[src/rtl/ipv4_hdr_gen.sv]
// ipv4_hdr_gen
//   IPv4 header generator for the Ethernet TX path, with an optional UDP header.
//   A rising edge on i_trig makes the block write a complete header into the TX
//   header buffer, one byte per cycle. The header checksum is built up while the
//   bytes go out, and the two checksum bytes are patched in after the sweep. Every
//   packet takes the current identification counter, which then increments.
//   Source and destination IPs can be changed at run time. A set request that
//   arrives during a build is held and applied once the block is idle again.
//
// Optional feature macro: UDP_HDR_EN
//   When defined, an 8-byte UDP header (ports, length, zero checksum) follows
//   the IP header, and the IP total length includes it.
//
// Ports
//   i_clk, i_rst_n      clock, asynchronous active-low reset
//   i_trig              rising edge starts a header build
//   i_data_length       payload length, sampled on the trigger-edge cycle
//   i_ip                value loaded by i_set_local / i_set_dest
//   i_set_local         rising edge loads i_ip into the source IP
//   i_set_dest          rising edge loads i_ip into the destination IP
//   i_src_port          UDP source port (used only with UDP_HDR_EN)
//   i_dst_port          UDP destination port (used only with UDP_HDR_EN)
//   o_hdr_idx           header buffer write address (HDR_BASE + offset)
//   o_hdr_byte          header buffer write data
//   o_wr_en             header buffer write strobe
//   o_local_ip          current source IP
//   o_ident             identification value for the next packet
//   o_busy              build in progress
//   o_ready             header complete; held until the next accepted trigger
module ipv4_hdr_gen #(
  parameter int          ADDR_W     = 6,
  parameter int          HDR_BASE   = 0,
  parameter logic [7:0]  TTL        = 8'h80,
  parameter logic [7:0]  PROTO      = 8'h11,
  parameter logic [31:0] INIT_SRCIP = 32'hC0A80104,
  parameter logic [31:0] INIT_DSTIP = 32'hC0A80105
) (
  input  logic              i_clk,
  input  logic              i_rst_n,
  input  logic              i_trig,
  input  logic [15:0]       i_data_length,
  input  logic [31:0]       i_ip,
  input  logic              i_set_local,
  input  logic              i_set_dest,
  input  logic [15:0]       i_src_port,
  input  logic [15:0]       i_dst_port,
  output logic [ADDR_W-1:0] o_hdr_idx,
  output logic [7:0]        o_hdr_byte,
  output logic              o_wr_en,
  output logic [31:0]       o_local_ip,
  output logic [15:0]       o_ident,
  output logic              o_busy,
  output logic              o_ready
);

`ifdef UDP_HDR_EN
  localparam logic [4:0]  LAST_OFS = 5'd27;
  localparam logic [15:0] LEN_ADD  = 16'd28;
`else
  localparam logic [4:0]  LAST_OFS = 5'd19;
  localparam logic [15:0] LEN_ADD  = 16'd20;
`endif
  // The IP header has 10 16-bit words. Only these words go into the checksum.
  localparam logic [3:0] CSUM_WORDS = 4'd10;

  // Ones-complement add. The carry out of bit 15 is folded back in straight away.
  function automatic logic [15:0] ones_add(input logic [15:0] a, input logic [15:0] b);
    logic [16:0] s;
    s = {1'b0, a} + {1'b0, b};
    return s[15:0] + {15'd0, s[16]};
  endfunction

  typedef enum logic [2:0] {
    S_IDLE, S_SWEEP, S_PATCH_HI, S_PATCH_LO, S_DONE, S_SET
  } state_t;

  state_t      state, state_nxt;
  logic        trig_q, set_local_q, set_dest_q;
  logic        trig_edge, local_edge, dest_edge;
  logic        pend_local, pend_dest;
  logic        start;
  logic        busy, ready;
  logic [4:0]  ofs;
  logic [15:0] tot_len, csum, ident, hdr_word;
  logic [31:0] src_ip, dst_ip;
  logic [7:0]  sweep_byte;
`ifdef UDP_HDR_EN
  logic [15:0] udp_len;
`else
  logic        unused_ports;
  assign unused_ports = ^{i_src_port, i_dst_port};
`endif

  assign trig_edge  = i_trig & ~trig_q;
  assign local_edge = i_set_local & ~set_local_q;
  assign dest_edge  = i_set_dest & ~set_dest_q;

  // A set request that is already pending is applied before a new trigger is
  // accepted. A fresh trigger beats a fresh set edge that arrives in the same
  // cycle; that set edge becomes pending.
  always_comb begin
    state_nxt = state;
    case (state)
      S_IDLE: begin
        if (pend_local || pend_dest)      state_nxt = S_SET;
        else if (trig_edge)               state_nxt = S_SWEEP;
        else if (local_edge || dest_edge) state_nxt = S_SET;
      end
      S_SWEEP:    if (ofs == LAST_OFS) state_nxt = S_PATCH_HI;
      S_PATCH_HI: state_nxt = S_PATCH_LO;
      S_PATCH_LO: state_nxt = S_DONE;
      S_DONE:     state_nxt = S_IDLE;
      S_SET:      state_nxt = S_IDLE;
      default:    state_nxt = S_IDLE;
    endcase
  end

  assign start = (state == S_IDLE) && (state_nxt == S_SWEEP);

  always_ff @(posedge i_clk or negedge i_rst_n) begin
    if (!i_rst_n) state <= S_IDLE;
    else          state <= state_nxt;
  end

  always_ff @(posedge i_clk or negedge i_rst_n) begin
    if (!i_rst_n) begin
      trig_q      <= 1'b0;
      set_local_q <= 1'b0;
      set_dest_q  <= 1'b0;
      pend_local  <= 1'b0;
      pend_dest   <= 1'b0;
      ofs         <= '0;
      busy        <= 1'b0;
      ready       <= 1'b0;
      ident       <= '0;
      src_ip      <= INIT_SRCIP;
      dst_ip      <= INIT_DSTIP;
    end else begin
      trig_q      <= i_trig;
      set_local_q <= i_set_local;
      set_dest_q  <= i_set_dest;

      if (start)                 ofs <= '0;
      else if (state == S_SWEEP) ofs <= ofs + 5'd1;

      if (start) begin
        busy  <= 1'b1;
        ready <= 1'b0;
      end else if (state == S_PATCH_LO) begin
        busy  <= 1'b0;
        ready <= 1'b1;
        ident <= ident + 16'd1;
      end

      // Both registers load the same i_ip when local and dest are requested together.
      if (state == S_SET) begin
        if (pend_local || local_edge) src_ip <= i_ip;
        if (pend_dest || dest_edge)   dst_ip <= i_ip;
        pend_local <= 1'b0;
        pend_dest  <= 1'b0;
      end else begin
        pend_local <= pend_local | local_edge;
        pend_dest  <= pend_dest | dest_edge;
      end
    end
  end

  // Lengths are latched on the trigger. The checksum takes each IP word in the
  // cycle that writes the word's low byte.
  always_ff @(posedge i_clk) begin
    if (start) begin
      tot_len <= i_data_length + LEN_ADD;
      csum    <= '0;
`ifdef UDP_HDR_EN
      udp_len <= i_data_length + 16'd8;
`endif
    end else if (state == S_SWEEP && ofs[0] && ofs[4:1] < CSUM_WORDS) begin
      csum <= ones_add(csum, hdr_word);
    end
  end

  // Select the header word for the current offset. Word 5 is the checksum field.
  // It goes out as zero during the sweep and is patched afterwards.
  always_comb begin
    hdr_word = '0;
    case (ofs[4:1])
      4'd0:  hdr_word = 16'h4500;
      4'd1:  hdr_word = tot_len;
      4'd2:  hdr_word = ident;
      4'd3:  hdr_word = 16'h4000;
      4'd4:  hdr_word = {TTL, PROTO};
      4'd5:  hdr_word = 16'h0000;
      4'd6:  hdr_word = src_ip[31:16];
      4'd7:  hdr_word = src_ip[15:0];
      4'd8:  hdr_word = dst_ip[31:16];
      4'd9:  hdr_word = dst_ip[15:0];
`ifdef UDP_HDR_EN
      4'd10: hdr_word = i_src_port;
      4'd11: hdr_word = i_dst_port;
      4'd12: hdr_word = udp_len;
`endif
      default: hdr_word = '0;
    endcase
    sweep_byte = ofs[0] ? hdr_word[7:0] : hdr_word[15:8];
  end

  always_comb begin
    o_wr_en    = 1'b0;
    o_hdr_idx  = '0;
    o_hdr_byte = '0;
    case (state)
      S_SWEEP: begin
        o_wr_en    = 1'b1;
        o_hdr_idx  = ADDR_W'(HDR_BASE) + ADDR_W'(ofs);
        o_hdr_byte = sweep_byte;
      end
      S_PATCH_HI: begin
        o_wr_en    = 1'b1;
        o_hdr_idx  = ADDR_W'(HDR_BASE) + ADDR_W'(10);
        o_hdr_byte = ~csum[15:8];
      end
      S_PATCH_LO: begin
        o_wr_en    = 1'b1;
        o_hdr_idx  = ADDR_W'(HDR_BASE) + ADDR_W'(11);
        o_hdr_byte = ~csum[7:0];
      end
      default: ;
    endcase
  end

  assign o_local_ip = src_ip;
  assign o_ident    = ident;
  assign o_busy     = busy;
  assign o_ready    = ready;

endmodule

[config.mk]
export PLATFORM = sky130hd
export DESIGN_NAME = ipv4_hdr_gen
export DESIGN_NICKNAME = d
export VERILOG_FILES = /design/src/rtl/ipv4_hdr_gen.sv
export SDC_FILE = /design/constraint.sdc
export NUM_CORES = 1
export LEC_CHECK = 0
export ABC_AREA = 1
export ABC_CLOCK_PERIOD_IN_PS = 6100
export CORE_ASPECT_RATIO = 0.6
export CORE_UTILIZATION = 47
export CTS_BUF_LIST = sky130_fd_sc_hd__clkbuf_16
export DETAILED_ROUTE_END_ITERATION = 8
export PLACE_DENSITY = 0.74
export SETUP_SLACK_MARGIN = 0.15
export SYNTH_ARGS = -nofsm -noshare
export SYNTH_HDL_FRONTEND = slang
export SYNTH_SLANG_ARGS = --single-unit
[constraint.sdc]
create_clock -name i_clk -period 6.1 [get_ports i_clk]
set_input_delay 0.61 -clock i_clk [delete_from_list [all_inputs] [get_ports i_clk]]
set_output_delay 0.61 -clock i_clk [all_outputs]
set_load 0.01 [all_outputs]
==> impl_metrics.py <==
metrics = {
    "synth": {
        "synth_edf_count": 16,
        "synth-main-ff-cell": "dfrtp_1",
        "yosysSeqAreaShare": 0.436,
        "synthArstFlopShare": 0.748,
        "synthCells": 983,
        "ys_warn_count": 0,
        "synth_area_um2": 7330,
        "synth_nets": 1090,
        "ys_ff_latch": 127,
        "synth.avg_cell_area_um2": 7.46,
        "synth.distinct_cells": 48,
    },
    "drt": {
        "drt.antenna.violating_nets": 0,
        "drc": 0,
        "drt_wl_total_um": 23100,
        "drt-initial-drc-count": 909,
        "first_pass_iters": 6,
        "vias_per_cell": 5.39,
        "wl_per_cell_um": 17.6,
        "via_count": 7061,
    },
    "global_route": {
        "grt_pass1_vias": 6462,
        "grt_pass1_wl_um": 35800,
        "antenna_found_initial": 0,
        "grt_usage": 0.300,
        "grt_max_degree": 79,
        "grt_overflow": 0,
    },
    "worst_setup_path": {
        "max_stage_delay_ps": 450,
        "critPathMostFrequentCell": "nand2_1",
        "critical_path.slowest_cell": "dfrtp_1",
        "crit_path_end_kind": "register",
        "startpoint_type": "register",
        "cp.arrival_ps": 5760,
        "cp.required_ps": 6380,
        "cp_max_fo": 8,
        "worstSetupPathType": "register to register",
    },
    "power": {
        "power_density_nw_per_um2": 553,
        "peakVddDrop_uv": 246,
        "power_leakage_uw": 0.00459,
    },
    "floorplan": {
        "dieArea_um2": 16100,
        "core-area_um2": 14800,
        "die_h_um": 98.8,
        "rows": 34,
        "start_util": 0.494,
        "die_x_um": 163,
        "ios": 150,
    },
    "min_path": {
        "hold_path_class": "input pin to async pin",
    },
    "placed_design": {
        "gp_congestion": 1.01,
        "io_buffers": 116,
        "dpl.hpwl_um": 17700,
        "dpl_cell_area_um2": 8680,
    },
    "cells_and_area": {
        "drive_above_1_share": 0.0602,
        "syn_to_final_growth_pct": 26.6,
        "n_antenna_cell": 0,
        "fin_area_um2": 9280,
        "finalNetCount": 1207,
        "layout_commonest_cell": "nand2_1",
        "most-common-layout-cells": "nand2_1 (324), inv_1 (154), clkdlybuf4s50_1 (115)",
    },
    "sta": {
        "worstMarginPinSlew_ps": 1120,
        "min_period_over_period": 0.898,
        "rsz0062_at_grt": "no",
        "fmax_mhz": 183,
        "relSlewSlack": 0.254,
        "fin_skew_ps": 8.89,
        "setup_viol": 0,
        "tns_ps": 0,
        "finalHoldViolCount": 0,
        "fin_crit_ps": 5480,
        "finalMaxSlewViolations": 0,
    },
    "clock_tree": {
        "cts_made_buffers": 17,
        "h-tree-depth": 4,
        "hold_buffers": 0,
        "clk_pin_slew_ps": 60,
        "cts-root-buf": "clkbuf_16",
        "clock_latency_ps": 420,
        "clock_path_buffers": 2,
        "cts.sinks": 127,
        "tritoncts": "built",
    },
    "outcome": {
        "status": "finished clean",
    },
    "run": {
        "maxCapViolCount": 0,
    },
}
## final cells by class
class	count	area, um^2
Clock buffer	17	425
Clock inverter	15	175
Fill cell	1308	5560
Inverter	154	578
Multi-Input combinational cell	678	3460
Sequential cell	127	3200
Tap cell	198	248
Timing Repair Buffer	122	1200
## synth_stat cells, types with 4 or more instances
cell type	count	area (um^2)
xor2_1	25	219
xnor2_1	8	70.1
o211ai_1	4	30.0
buf_2	6	30.0
o2111ai_1	4	35.0
nand4_1	12	75.1
nand3_1	54	270
dfstp_2	15	394
nor2_1	51	191
nor3_1	7	35.0
a221oi_1	11	96.3
o21ai_0	92	460
nand2_1	325	1220
dfxtp_1	16	320
dfrtp_1	80	2000
inv_1	152	571
ha_1	21	263
edfxtp_1	16	480
clkbuf_1	16	60.1
a21oi_1	26	130
## flip-flops by register name (all words and copies together) (netlist names), 3 cells and up
register and cells:
tot_len 16, o_ident 16, dst_ip 32, state 3, ofs 5, o_local_ip 32, csum 16
## worst paths after layout
| check | start | end | slack, ps | cells after the start |
|---|---|---|---|---|
| max reg2reg | ofs[2]$_DFFE_PN0P_ | csum[14]$_SDFFE_PP0P_ | 620 | 29 |
| min reg2reg | o_ready$_DFFE_PN0P_ | o_ready$_DFFE_PN0P_ | 470 | 2 |
| max in group asynchronous | i_rst_n | o_local_ip[5]$_DFFE_PN0P_ | 4790 | 2 |
| min in group i_clk | o_ready$_DFFE_PN0P_ | o_ready$_DFFE_PN0P_ | 470 | 2 |
| min | i_rst_n | o_ident[15]$_DFFE_PN0P_ | 50 | 1 |
| max | ofs[2]$_DFFE_PN0P_ | csum[14]$_SDFFE_PP0P_ | 620 | 29 |
## metal layers
metal	part of all wire	wire, um	track usage	vias to the layer above
met2	0.39	8920	0.388	396
li1	-	-	-	3379
met5	0	0	0	-
met1	0.47	10800	0.472	3272
met4	0.0049	113	0.0424	0
met3	0.14	3260	0.114	14
## critical path, delay by kind of cell, from the launching register on
kind | cells | cell delay (ps)
buf+inv | 5 | 680
compound gates | 3 | 370
flops | 1 | 450
simple gates | 17 | 2810
fa+ha+maj | 4 | 1040
## per-stage QoR
step	power, uW	cells	utilization	setup slack (ps)	hold slack, ps
floorplan	3030	983	-	2080	314
global route	5490	1311	0.625	254	51.8
global placement	3940	1279	0.585	903	455
CTS	5060	1311	0.625	779	49.6
detailed placement	3990	1279	0.585	789	461
finish	5130	1311	0.625	621	46.9
## power by group
| group | switching [uW] | total [uW] | internal (uW) |
|---|---|---|---|
| sequential | 284 | 1510 | 1220 |
| clock | 372 | 1050 | 674 |
| combinational | 1650 | 2580 | 922 |
## what timing repair did
action	CTS	global route
resized for setup	0	1
setup endpoints to repair	0	2
setup buffers	0	0
## cell families (layout without fill, tap and decap cells)
logic type / Yosys count / in the layout / share of synthesized area
adder cells (fa/ha/maj): 22 / 22 / 0.0386
buffers and inverters: 178 / 308 / 0.0937
XOR/XNOR: 33 / 33 / 0.0394
AO/OA/AOI/OAI: 150 / 150 / 0.117
flip-flops: 127 / 127 / 0.436
other: 1 / 1 / 0.000511
AND/OR/NAND/NOR: 472 / 472 / 0.275
Note: power is estimated with default switching activity, not from simulation.
